`config.mk`:
```
export PLATFORM = sky130hd
export DESIGN_NAME = store_formatter
export DESIGN_NICKNAME = d
export VERILOG_FILES = /design/src/rtl/mips_mem_pkg.sv /design/src/rtl/store_fifo2.sv /design/src/rtl/store_formatter.sv
export SDC_FILE = /design/constraint.sdc
export NUM_CORES = 1
export LEC_CHECK = 0
export ABC_AREA = 1
export CORE_MARGIN = 2
export CORE_UTILIZATION = 45
export DETAILED_ROUTE_END_ITERATION = 12
export PLACE_DENSITY = 0.74
export SLEW_MARGIN = 5
export SYNTH_ARGS = -nofsm -noshare
export SYNTH_HDL_FRONTEND = slang
export SYNTH_SLANG_ARGS = --single-unit
```
`constraint.sdc`:
```
create_clock -name clk -period 1.95 [get_ports clk]
set_input_delay 0.2925 -clock clk [delete_from_list [all_inputs] [get_ports clk]]
set_output_delay 0.2925 -clock clk [all_outputs]
set_load 0.02 [all_outputs]
```
`src/rtl/mips_mem_pkg.sv`:
```
// Shared MEM-stage types: store size encodings, bus widths and the packed write beat.
// Latency: n/a (types and constants only).
// Backpressure: n/a.
package mips_mem_pkg;

  localparam int DATA_W = 32;
  localparam int STRB_W = 4;

  typedef enum logic [1:0] {
    SZ_BYTE = 2'b00,
    SZ_HALF = 2'b01,
    SZ_WORD = 2'b10,
    SZ_RSVD = 2'b11
  } st_size_e;

  typedef struct packed {
    logic [DATA_W-1:0] waddr;
    logic [DATA_W-1:0] wdata;
    logic [STRB_W-1:0] wstrb;
  } wbeat_t;

endpackage

```
`src/rtl/store_fifo2.sv`:
```
// Two-entry valid/ready FIFO over a packed write beat; head is a register read.
// Latency: one cycle from push to out_vld; simultaneous push/pop keeps count.
// Backpressure: in_rdy depends only on the registered count, never on out_rdy.
module store_fifo2
  import mips_mem_pkg::*;
#(
  parameter int DEPTH = 2
) (
  input  logic   clk,
  input  logic   rst,
  input  logic   in_vld,
  output logic   in_rdy,
  input  wbeat_t in_dat,
  output logic   out_vld,
  input  logic   out_rdy,
  output wbeat_t out_dat
);

  logic [1:0] count_q, count_d;
  logic       wr_ptr_q, wr_ptr_d;
  logic       rd_ptr_q, rd_ptr_d;
  wbeat_t     mem_q [2];
  wbeat_t     mem_d [2];
  logic       push, pop;

  assign in_rdy  = (count_q != 2'(DEPTH));
  assign out_vld = (count_q != 2'd0);
  assign out_dat = mem_q[rd_ptr_q];
  assign push    = in_vld && in_rdy;
  assign pop     = out_vld && out_rdy;

  // Next-state: write at wr_ptr, advance each pointer on its own handshake.
  always_comb begin
    mem_d[0] = mem_q[0];
    mem_d[1] = mem_q[1];
    if (push) mem_d[wr_ptr_q] = in_dat;
    wr_ptr_d = wr_ptr_q ^ push;
    rd_ptr_d = rd_ptr_q ^ pop;
    count_d  = count_q;
    case ({push, pop})
      2'b10:   count_d = count_q + 2'd1;
      2'b01:   count_d = count_q - 2'd1;
      default: count_d = count_q;
    endcase
  end

  // State registers; reset discards every buffered entry.
  always_ff @(posedge clk) begin
    if (rst) begin
      count_q  <= 2'd0;
      wr_ptr_q <= 1'b0;
      rd_ptr_q <= 1'b0;
      mem_q[0] <= '0;
      mem_q[1] <= '0;
    end else begin
      count_q  <= count_d;
      wr_ptr_q <= wr_ptr_d;
      rd_ptr_q <= rd_ptr_d;
      mem_q[0] <= mem_d[0];
      mem_q[1] <= mem_d[1];
    end
  end

endmodule

```
`src/rtl/store_formatter.sv`:
```
// SB/SH/SW lane placement + strobes into a 2-entry buffer; misaligned/reserved rejected.
// Latency: beat on mem_wvalid one cycle after acceptance; st_err one cycle after.
// Backpressure: st_ready = buffer not full (registered); optional STORE_RANGE_CHECK_EN adds st_trunc.
module store_formatter
  import mips_mem_pkg::*;
#(
  parameter int DEPTH = 2
) (
  input  logic              clk,
  input  logic              rst,
  input  logic              st_valid,
  output logic              st_ready,
  input  logic [1:0]        st_size,
  input  logic [DATA_W-1:0] st_addr,
  input  logic [DATA_W-1:0] st_data,
  output logic              mem_wvalid,
  input  logic              mem_wready,
  output logic [DATA_W-1:0] mem_waddr,
  output logic [DATA_W-1:0] mem_wdata,
  output logic [STRB_W-1:0] mem_wstrb,
  output logic              st_err,
  output logic [DATA_W-1:0] st_err_addr
`ifdef STORE_RANGE_CHECK_EN
  ,
  output logic              st_trunc
`endif
);

  wbeat_t            beat;
  wbeat_t            head;
  logic              aligned;
  logic              accept, push;
  logic              err_q, err_d;
  logic [DATA_W-1:0] err_addr_q, err_addr_d;

  // Narrow the operand and place it on lanes; flag alignment legality.
  always_comb begin
    beat.waddr = {st_addr[31:2], 2'b00};
    beat.wdata = st_data;
    beat.wstrb = 4'b0000;
    aligned    = 1'b0;
    case (st_size)
      SZ_BYTE: begin
        beat.wdata = {4{st_data[7:0]}};
        beat.wstrb = 4'b0001 << st_addr[1:0];
        aligned    = 1'b1;
      end
      SZ_HALF: begin
        beat.wdata = {2{st_data[15:0]}};
        beat.wstrb = st_addr[1] ? 4'b1100 : 4'b0011;
        aligned    = !st_addr[0];
      end
      SZ_WORD: begin
        beat.wstrb = 4'b1111;
        aligned    = (st_addr[1:0] == 2'b00);
      end
      default: aligned = 1'b0;
    endcase
  end

  assign accept = st_valid && st_ready;
  assign push   = accept && aligned;

  store_fifo2 #(.DEPTH(DEPTH)) u_fifo (
    .clk     (clk),
    .rst     (rst),
    .in_vld  (push),
    .in_rdy  (st_ready),
    .in_dat  (beat),
    .out_vld (mem_wvalid),
    .out_rdy (mem_wready),
    .out_dat (head)
  );

  assign mem_waddr = head.waddr;
  assign mem_wdata = head.wdata;
  assign mem_wstrb = head.wstrb;

  // Rejected requests complete the handshake but only raise the error pulse.
  always_comb begin
    err_d      = accept && !aligned;
    err_addr_d = err_d ? st_addr : err_addr_q;
  end

  // Error pulse and sticky error address registers.
  always_ff @(posedge clk) begin
    if (rst) begin
      err_q      <= 1'b0;
      err_addr_q <= '0;
    end else begin
      err_q      <= err_d;
      err_addr_q <= err_addr_d;
    end
  end

  assign st_err      = err_q;
  assign st_err_addr = err_addr_q;

`ifdef STORE_RANGE_CHECK_EN
  logic trunc_q, trunc_d;
  logic fits_byte, fits_half;

  // Operand fits when its upper bits are a pure sign extension of the stored width.
  always_comb begin
    fits_byte = (&st_data[31:7])  || !(|st_data[31:7]);
    fits_half = (&st_data[31:15]) || !(|st_data[31:15]);
    trunc_d   = push && (((st_size == SZ_BYTE) && !fits_byte) ||
                         ((st_size == SZ_HALF) && !fits_half));
  end

  // Truncation pulse register.
  always_ff @(posedge clk) begin
    if (rst) trunc_q <= 1'b0;
    else     trunc_q <= trunc_d;
  end

  assign st_trunc = trunc_q;
`endif

endmodule

```
==> out/qor.yml, run 1 <==
pin_count: 173
antenna_found_initial: 0
drt_first_pass_iters: 5
cp.required_ps: 1660
ctsHoldBuffers: 0
crit_path_start_kind: "register"
grt_pass1_vias: 6501
start_util_pct: 46.2
routedWlPerCell_um: 13.8
grt_pass1_wl_mm: 32.5
cts-buffers-inserted: 17
first_iter_violations: 515
clock.fmax_mhz: 530
nets: 1300
power_uw: 9450
avgSynthCellArea_um2: 6.76
power_density_nw_per_um2: 959
path_cells: "buf_12, o21ai_0, clkdlybuf4s15_1"
finalSetupViolations: 0
dp_slack_ps: -217
hpwlAfterDp_mm: 13.3
port-buffer-count: 170
tightest_slew_ps: 668
min_period_ps: 1890
syn_area_um2: 7340
cts_tree: "yes"
r2r_slack_ps: 210
synth.most_common_cell: "nand2_1"
cp_slowest_stage_delay_ps: 380
die_height_um: 132
crit_type: "register to output pin"
nFillCells: 1483
clock_latency_ps: 430
maxCapViolations: 0
gp_congestion: 0.855
rsz0062_at_grt: "no"
hold_start: "st_addr[31]"
period_share_pct: 96.8
finalClockSkew_ps: 9.19
max-slew-margin-rel_pct: 55.5
area_growth_pct: 34.3
htreeDepth: 4
drv_slew: 0
drc: 0
totalWireLength_mm: 20.1
worst_slack_ps: 61.8
gr-usage-all-layers_pct: 22.8
synth_common_cells: "nand2_1, dfxtp_1, o21ai_0"
synth-edff-count: 0
hp-class: "input port to register"
hold_violations: 0
root_buffer: "clkbuf_16"
insertedDiodeCount: 0
worstPathArrival_ps: 1600
cp_max_fo: 30
r2r-start: "u_fifo.count_q[0]"
die_x_um: 132
cts.sinks: 169
synth_warnings: 0
netlist.area_leader.share_pct: 46.1
ys_top_cells_by_area: "dfxtp_1, nand2_1, o21ai_0, a21oi_1, nor2_1"
clk_pin_slew_ps: 70
die_area_um2: 17300
yosysUniqueCellTypes: 20
fin_cells: 1456
grt_max_degree: 70
yosysTopAreaCell: "dfxtp_1"
ys_seq_area_share_pct: 46.1
ir_worst_vdd_mv: 0.659
power.leakage_uw: 0.00474
rows: 46
endpoint_kind: "output pin"
cp_slowest_cell: "dfxtp_4"
vias: 7283
viasPerCell: 5.00
status: "complete, no violations"
clockBufferDepth: 2
syn-instance-count: 1085
layout-drive-gt1-share_pct: 8.31
coreArea_um2: 15900
ys_ff_latch: 169
synth_ff_type: "dfxtp_1"
crit_path_start: "u_fifo.rd_ptr_q"
placed_cells: 1424
synthArstFlopShare_pct: 0
grt-ovfl-total: 0
drtAntennaViolNets: 0
postCtsSetupBuffers: 0
cell usage in the layout, fill, tap and decap left out, types with 16 or more instances in the layout:
cell type        netlist  final
clkdlybuf4s15_1        0     16
clkbuf_2               0     22
nand3_1               41     41
nor2_1               146    146
clkdlybuf4s50_1        0    102
nand2_1              256    255
dfxtp_1              169    166
clkbuf_16              0     17
buf_4                  9     18
a21oi_1              114    114
inv_1                 99     99
dlygate4sd2_1          0     23
o21ai_0              164    162
registers in the layout, summed over array words and instances, names as in the netlist:
signal	flops
u_fifo.wr_ptr_q	1
u_fifo.mem_q	132
st_err	1
u_fifo.rd_ptr_q	1
u_fifo.count_q	2
st_err_addr	32
worst paths after layout:
path | endpoint | cells past startpoint
max | mem_wdata[19] | 3
min | u_fifo.mem_q[1][67] | 3
max reg2reg | u_fifo.mem_q[0][1] | 9
min reg2reg | st_err_addr[16] | 2
kinds of logic after synthesis:
group | count (synthesis) | synth area share, %
fa+ha+maj | 3 | 0.512
other cells | 1 | 0.0511
simple gates | 444 | 23.4
flops | 169 | 46.1
compound gates | 285 | 19.6
buf+inv | 183 | 10.3
repair_timing:
action / CTS / global route
setup endpoints to repair: 68 / 51
gates resized for setup: 100 / 66
pin swaps: 0 / 0
critical path, delay by kind of cell (launching register included):
kind	cells	cell delay (ps)
flip-flops	1	380
AO/OA/AOI/OAI	1	260
buffers and inverters	2	520
per-layer routing:
metal	share of wire (%)	GRT usage, %
met1	46	30.3
met2	45	35.5
met3	7.0	5.98
met4	2.4	9.24
met5	0	0
final cells by class:
cell class / instances / area, um^2 / share of cell area, %
Sequential cell: 169 / 3390 / 34.4
Multi-Input combinational cell: 734 / 3220 / 32.7
Clock inverter: 14 / 209 / 2.12
Clock buffer: 18 / 439 / 4.46
Inverter: 103 / 390 / 3.96
Timing Repair Buffer: 202 / 1930 / 19.6
Tap cell: 216 / 270 / 2.74
report_power, final:
part	switching [uW]	internal [uW]
registers	126	3710
logic	1160	759
clock network	1490	2210
total	2770	6680
through the flow:
step                instance area [um^2]  setup TNS, ps  hold WS (ps)  util, %
floorplan                           7350           -633           427        -
global placement                    9350         -11490           459     58.9
detailed placement                  9350         -17470           466     58.9
CTS                                 9950          -23.7           440     62.7
global route                        9860              0           465     62.1
finish                              9860              0           454     62.1
Note: power is estimated with default switching activity, not from simulation.
==> run 2: changes to the inputs <==
ABC_CLOCK_PERIOD_IN_PS = 1950   (was default)
PLACE_DENSITY = 0.73   (was 0.74)
SYNTH_HIERARCHICAL = 1   (was default)
==> run 2 against run 1 <==
- power grew 4.1%
- critical endpoint is now mem_wdata[5]
- non-clock buffer count grew 2
- synthesized cell count grew 5.7%
- die area grew 5.8%
- setup slack lost 12 ps
- combinational power grew 18%
- final area grew 4.2%
- global-route usage grew 1.2 points
- maximum frequency shrank 0.64%
- cell count grew 5.2%
- core utilization shrank 2.0 points
- via count grew 6.1%
==> out/qor.yml, run 2 <==
largest_register: "u_fifo/mem_q"
min_period_ps: 1900
syn_area_um2: 7780
htreeDepth: 4
cp_slowest_cell: "dfxtp_2"
clock.fmax_mhz: 526
r2r-start: "u_fifo/count_q[0]"
synth.most_common_cell: "nand2_1"
grt_max_degree: 73
drc: 0
die_x_um: 135
synth_ff_type: "dfxtp_1"
syn-instance-count: 1147
root_buffer: "clkbuf_16"
rsz0062_at_grt: "yes"
worst_slack_ps: 49.7
grt-ovfl-total: 0
mostFrequentLayoutCell: "nand2_1"
hp-class: "register to register"
ctsHoldBuffers: 0
layout_common_cells: "nand2_1, nor2_1, dfxtp_1, o21ai_0, clkdlybuf4s50_1"
finalClockSkew_ps: 5.85
path_buf_inv: 3
grt_pass1_wl_mm: 35.0
crit_path_start_kind: "register"
clk_pin_slew_ps: 60
power.leakage_uw: 0.00498
port-buffer-count: 172
nets: 1367
worstPathArrival_ps: 1610
crit_type: "register to output pin"
pin_count: 173
totalWireLength_mm: 21.7
largest_reg_flops: 136
cp_slowest_stage_delay_ps: 360
avgSynthCellArea_um2: 6.78
r2r_slack_ps: 260
holdPathStages: 2
period_share_pct: 97.5
reg2reg_depth: 10
ys_ff_latch: 173
path_cells: "inv_2, buf_12, nand2_1, nand2_1, clkdlybuf4s15_1"
rows: 48
drtAntennaViolNets: 0
cp.required_ps: 1660
clock_latency_ps: 420
area_growth_pct: 32.1
fin_cells: 1532
synth-edff-count: 0
ff_latch_area_um2: 3460
die_area_um2: 18300
netlist.area_leader.share_pct: 44.5
synthArstFlopShare_pct: 0
drt_first_pass_iters: 5
synth_warnings: 6
coreArea_um2: 17100
finalSetupViolations: 0
yosysTopAreaCell: "dfxtp_1"
r2r-end: "u_fifo/mem_q[1][65]"
layout-drive-gt1-share_pct: 11.8
vias: 7730
path_delay_family: "buffers and inverters"
endpoint_kind: "output pin"
placed_cells: 1500
hold_start: "u_fifo/mem_q[0][65]"
ys_seq_area_share_pct: 44.5
gr-usage-all-layers_pct: 24.0
die_height_um: 135
hpwlAfterDp_mm: 14.3
cts-buffers-inserted: 17
multi_input_area_um2: 3690
insertedDiodeCount: 0
postCtsSetupBuffers: 0
first_iter_violations: 605
gp_congestion: 0.880
cts.sinks: 173
nFillCells: 1630
synth_common_cells: "nand2_1, nor2_1, dfxtp_1"
cp_common_cell: "nand2_1"
hold_violations: 0
power_density_nw_per_um2: 958
holdPathEnd: "u_fifo/mem_q[0][65]"
cp_max_fo: 39
dp_slack_ps: -126
start_util_pct: 45.4
tns_ps: 0
ir_worst_vdd_mv: 0.761
yosysUniqueCellTypes: 23
viasPerCell: 5.05
antenna_found_initial: 0
maxCapViolations: 0
cts_tree: "yes"
routedWlPerCell_um: 14.2
status: "complete, no violations"
drv_slew: 0
ys_top_cells_by_area: "dfxtp_1, nand2_1, nor2_1, o21ai_0, o21ai_1"
clockBufferDepth: 2
grt_pass1_vias: 6991
==> run 2: worst register-to-register path: stages, from the launching register on <==
cell and delay [ps]:
dfxtp_1 360, inv_2 70, nand2_1 120, nand2_1 100
nor2_1 110, nand2_1 90, inv_2 110, ha_4 180
buf_4 220, o21ai_0 150, nor2_1 120
==> run 2: metrics by stage <==
step | hold slack (ps) | area (um^2) | power (uW) | utilization [%]
after detailed placement | 451 | 9780 | 6420 | 57.1
after CTS | 461 | 10300 | 9890 | 60.4
after global routing | 488 | 10300 | 10300 | 60.0
after global placement | 443 | 9780 | 6390 | 57.1
final | 463 | 10300 | 9840 | 60.0
after floorplan | 359 | 7830 | 5380 | -
==> run 2: metal layers <==
metal	share of wire [%]	up-vias	track usage, %
li1	-	3872	-
met1	45	3574	31.9
met2	47	264	39.4
met3	6.4	20	5.20
met4	1.4	0	6.94
met5	0	-	0
==> run 2: cell type report <==
| type | count | area share (%) |
|---|---|---|
| Sequential cell | 173 | 33.7 |
| Multi-Input combinational cell | 842 | 35.9 |
| Tap cell | 225 | 2.74 |
| Clock inverter | 11 | 1.51 |
| Inverter | 56 | 2.12 |
| Timing Repair Buffer | 204 | 19.3 |
| Clock buffer | 21 | 4.68 |
==> run 2: repair_timing <==
item / CTS / global route
resized for setup: 69 / 75
endpoints found under the setup margin: 68 / 47
gates cloned: 0 / 0
==> run 2: cell families after synthesis <==
kind of cell	after synthesis	synth area share, %
simple gates	645	33.2
fa+ha+maj	3	0.483
flops	173	44.5
buf+inv	135	8.48
other cells	1	0.0482
compound gates	190	13.3
==> run 2: how the worst max path moves through the flow <==
stage	startpoint	end	slack (ps)	cells past startpoint
floorplan	st_size[1]	u_fifo/mem_q[0][44]	-4	17
global placement	st_size[0]	st_err_addr[30]	-110	10
detailed placement	st_size[0]	st_err_addr[28]	-130	10
CTS	u_fifo/rd_ptr_q	mem_waddr[6]	-180	4
global route	u_fifo/rd_ptr_q	mem_wdata[5]	-20	5
finish	u_fifo/rd_ptr_q	mem_wdata[5]	50	5
==> run 2: power breakdown <==
| part | internal (uW) | switching, uW | total [uW] |
|---|---|---|---|
| clock | 2170 | 1440 | 3610 |
| sequential | 3830 | 153 | 3980 |
| combinational | 869 | 1380 | 2250 |
| total | 6870 | 2970 | 9840 |
==> run 3: changes to the inputs <==
CELL_PAD_IN_SITES_DETAIL_PLACEMENT = 1   (was default)
CELL_PAD_IN_SITES_GLOBAL_PLACEMENT = 2   (was default)
CORE_UTILIZATION = 25   (was 45)
PLACE_DENSITY = 0.75   (was 0.73)
==> run 3 against run 2 <==
- clock skew grew 23 ps
- count of clock-buffer cells in the layout shrank 3
- die area grew 77%
- clock power shrank 5%
- power is essentially flat
- via count is essentially flat
- maximum frequency is essentially flat
- first-iteration DRC count shrank 49%
- wire length grew 28%
==> out/qor.yml, run 3 (synthesized netlist as in run 2, its figures left out) <==
clock.fmax_mhz: 526
cp_max_fo: 14
htreeDepth: 4
die_area_um2: 32500
hpwlAfterDp_mm: 19.3
antenna_found_initial: 0
grt_pass1_wl_mm: 45.3
largest_reg_flops: 136
mostFrequentLayoutCell: "nand2_1"
largest_register: "u_fifo/mem_q"
dp_slack_ps: -195
postCtsSetupBuffers: 0
root_buffer: "clkbuf_16"
drtAntennaViolNets: 0
ir_worst_vdd_mv: 0.416
layout-drive-gt1-share_pct: 15.7
endpoint_kind: "output pin"
gp_congestion: 0.766
cts_tree: "yes"
clock_latency_ps: 440
multi_input_area_um2: 3690
grt_max_degree: 53
worst_slack_ps: 49.7
nFillCells: 3847
routedWlPerCell_um: 16.1
holdWs_ps: 477
drc: 0
power.leakage_uw: 0.00503
insertedDiodeCount: 0
rsz0062_at_grt: "yes"
coreArea_um2: 30600
min_period_ps: 1900
placed_cells: 1692
hp-class: "register to register"
status: "complete, no violations"
ff_latch_area_um2: 3470
drt_first_pass_iters: 4
tightest_slew_ps: 503
cts-buffers-inserted: 17
worstPathArrival_ps: 1610
hold_violations: 0
cts.sinks: 173
power_density_nw_per_um2: 927
port-buffer-count: 172
first_iter_violations: 310
cp.required_ps: 1660
max-slew-margin-rel_pct: 66.5
nets: 1389
die_x_um: 180
crit_path_start_kind: "register"
clockBufferDepth: 2
die_height_um: 180
gr-usage-all-layers_pct: 17.4
crit_type: "register to output pin"
viasPerCell: 4.48
period_share_pct: 97.5
grt-ovfl-total: 0
tns_ps: 0
area_growth_pct: 36.7
vias: 7731
final_util_pct: 34.7
start_util_pct: 25.4
clk_pin_slew_ps: 70
finalSetupViolations: 0
maxCapViolations: 0
layout_common_cells: "nand2_1, nor2_1, dfxtp_1, o21ai_0, clkdlybuf4s50_1"
pin_count: 173
grt_pass1_vias: 8098
drv_slew: 0
finalClockSkew_ps: 28.7
fin_cells: 1725
ctsHoldBuffers: 0
rows: 64
totalWireLength_mm: 27.8
## run 3: changes by cell type in the layout (fill, tap and decap cells not counted), moves of 3 or more
cell | before | now
clkdlybuf4s15_1 | 21 | 4
clkbuf_2 | 26 | 41
buf_4 | 18 | 31
dlygate4sd2_1 | 19 | 6
clkdlybuf4s15_2 | 0 | 12
buf_12 | 13 | 19
buf_2 | 0 | 6
inv_8 | 0 | 6
buf_6 | 0 | 3
bufinv_16 | 3 | 0
clkbuf_8 | 4 | 1
## run 3: where the power goes
part           leakage, uW  switching, uW  internal [uW]
Sequential         0.00141            170           3830
Combinational      0.00334           1470            936
Clock             0.000282           1690           1750
## run 3: metrics by stage
step	area, um^2	power [uW]
3_5_place_dp	10200	6620
5_1_grt	10600	10400
4_1_cts	10800	10000
3_3_place_gp	10200	6590
6_report	10600	9850
2_1_floorplan	7830	5380
## run 3: area by class of cell
class / instances / area share, %
Clock buffer: 18 / 4.13
Clock inverter: 14 / 1.34
Inverter: 56 / 2.08
Multi-Input combinational cell: 842 / 34.7
Sequential cell: 173 / 32.6
Tap cell: 396 / 4.66
Timing Repair Buffer: 226 / 20.4
## run 3: worst paths after layout
check / start / endpoint / slack, ps / cells after the start
worst max-delay path: u_fifo/rd_ptr_q / mem_waddr[26] / 50 / 5
worst min-delay path: u_fifo/mem_q[0][65] / u_fifo/mem_q[0][65] / 480 / 2
worst max register to register: u_fifo/count_q[0] / u_fifo/count_q[1] / 240 / 12
worst min register to register: u_fifo/mem_q[0][65] / u_fifo/mem_q[0][65] / 480 / 2
## run 3: layer usage
metal	part of all wire, %	track usage [%]	up-vias
met5	0	0	-
met4	0.66	3.42	0
li1	-	-	3909
met2	48	29.8	121
met1	48	22.8	3692
met3	3.0	3.29	9
## run 3: what timing repair did
item	CTS	global route
hold endpoints to repair	0	0
gates resized for setup	122	83
gates cloned	1	0
setup endpoints to repair	69	57
## run 3: critical path, cell delays in order, from the launching register on
cell	delay [ps]
dfxtp_4	400
inv_4	130
buf_6	190
nand2_1	70
nand2_1	100
clkdlybuf4s15_2	270
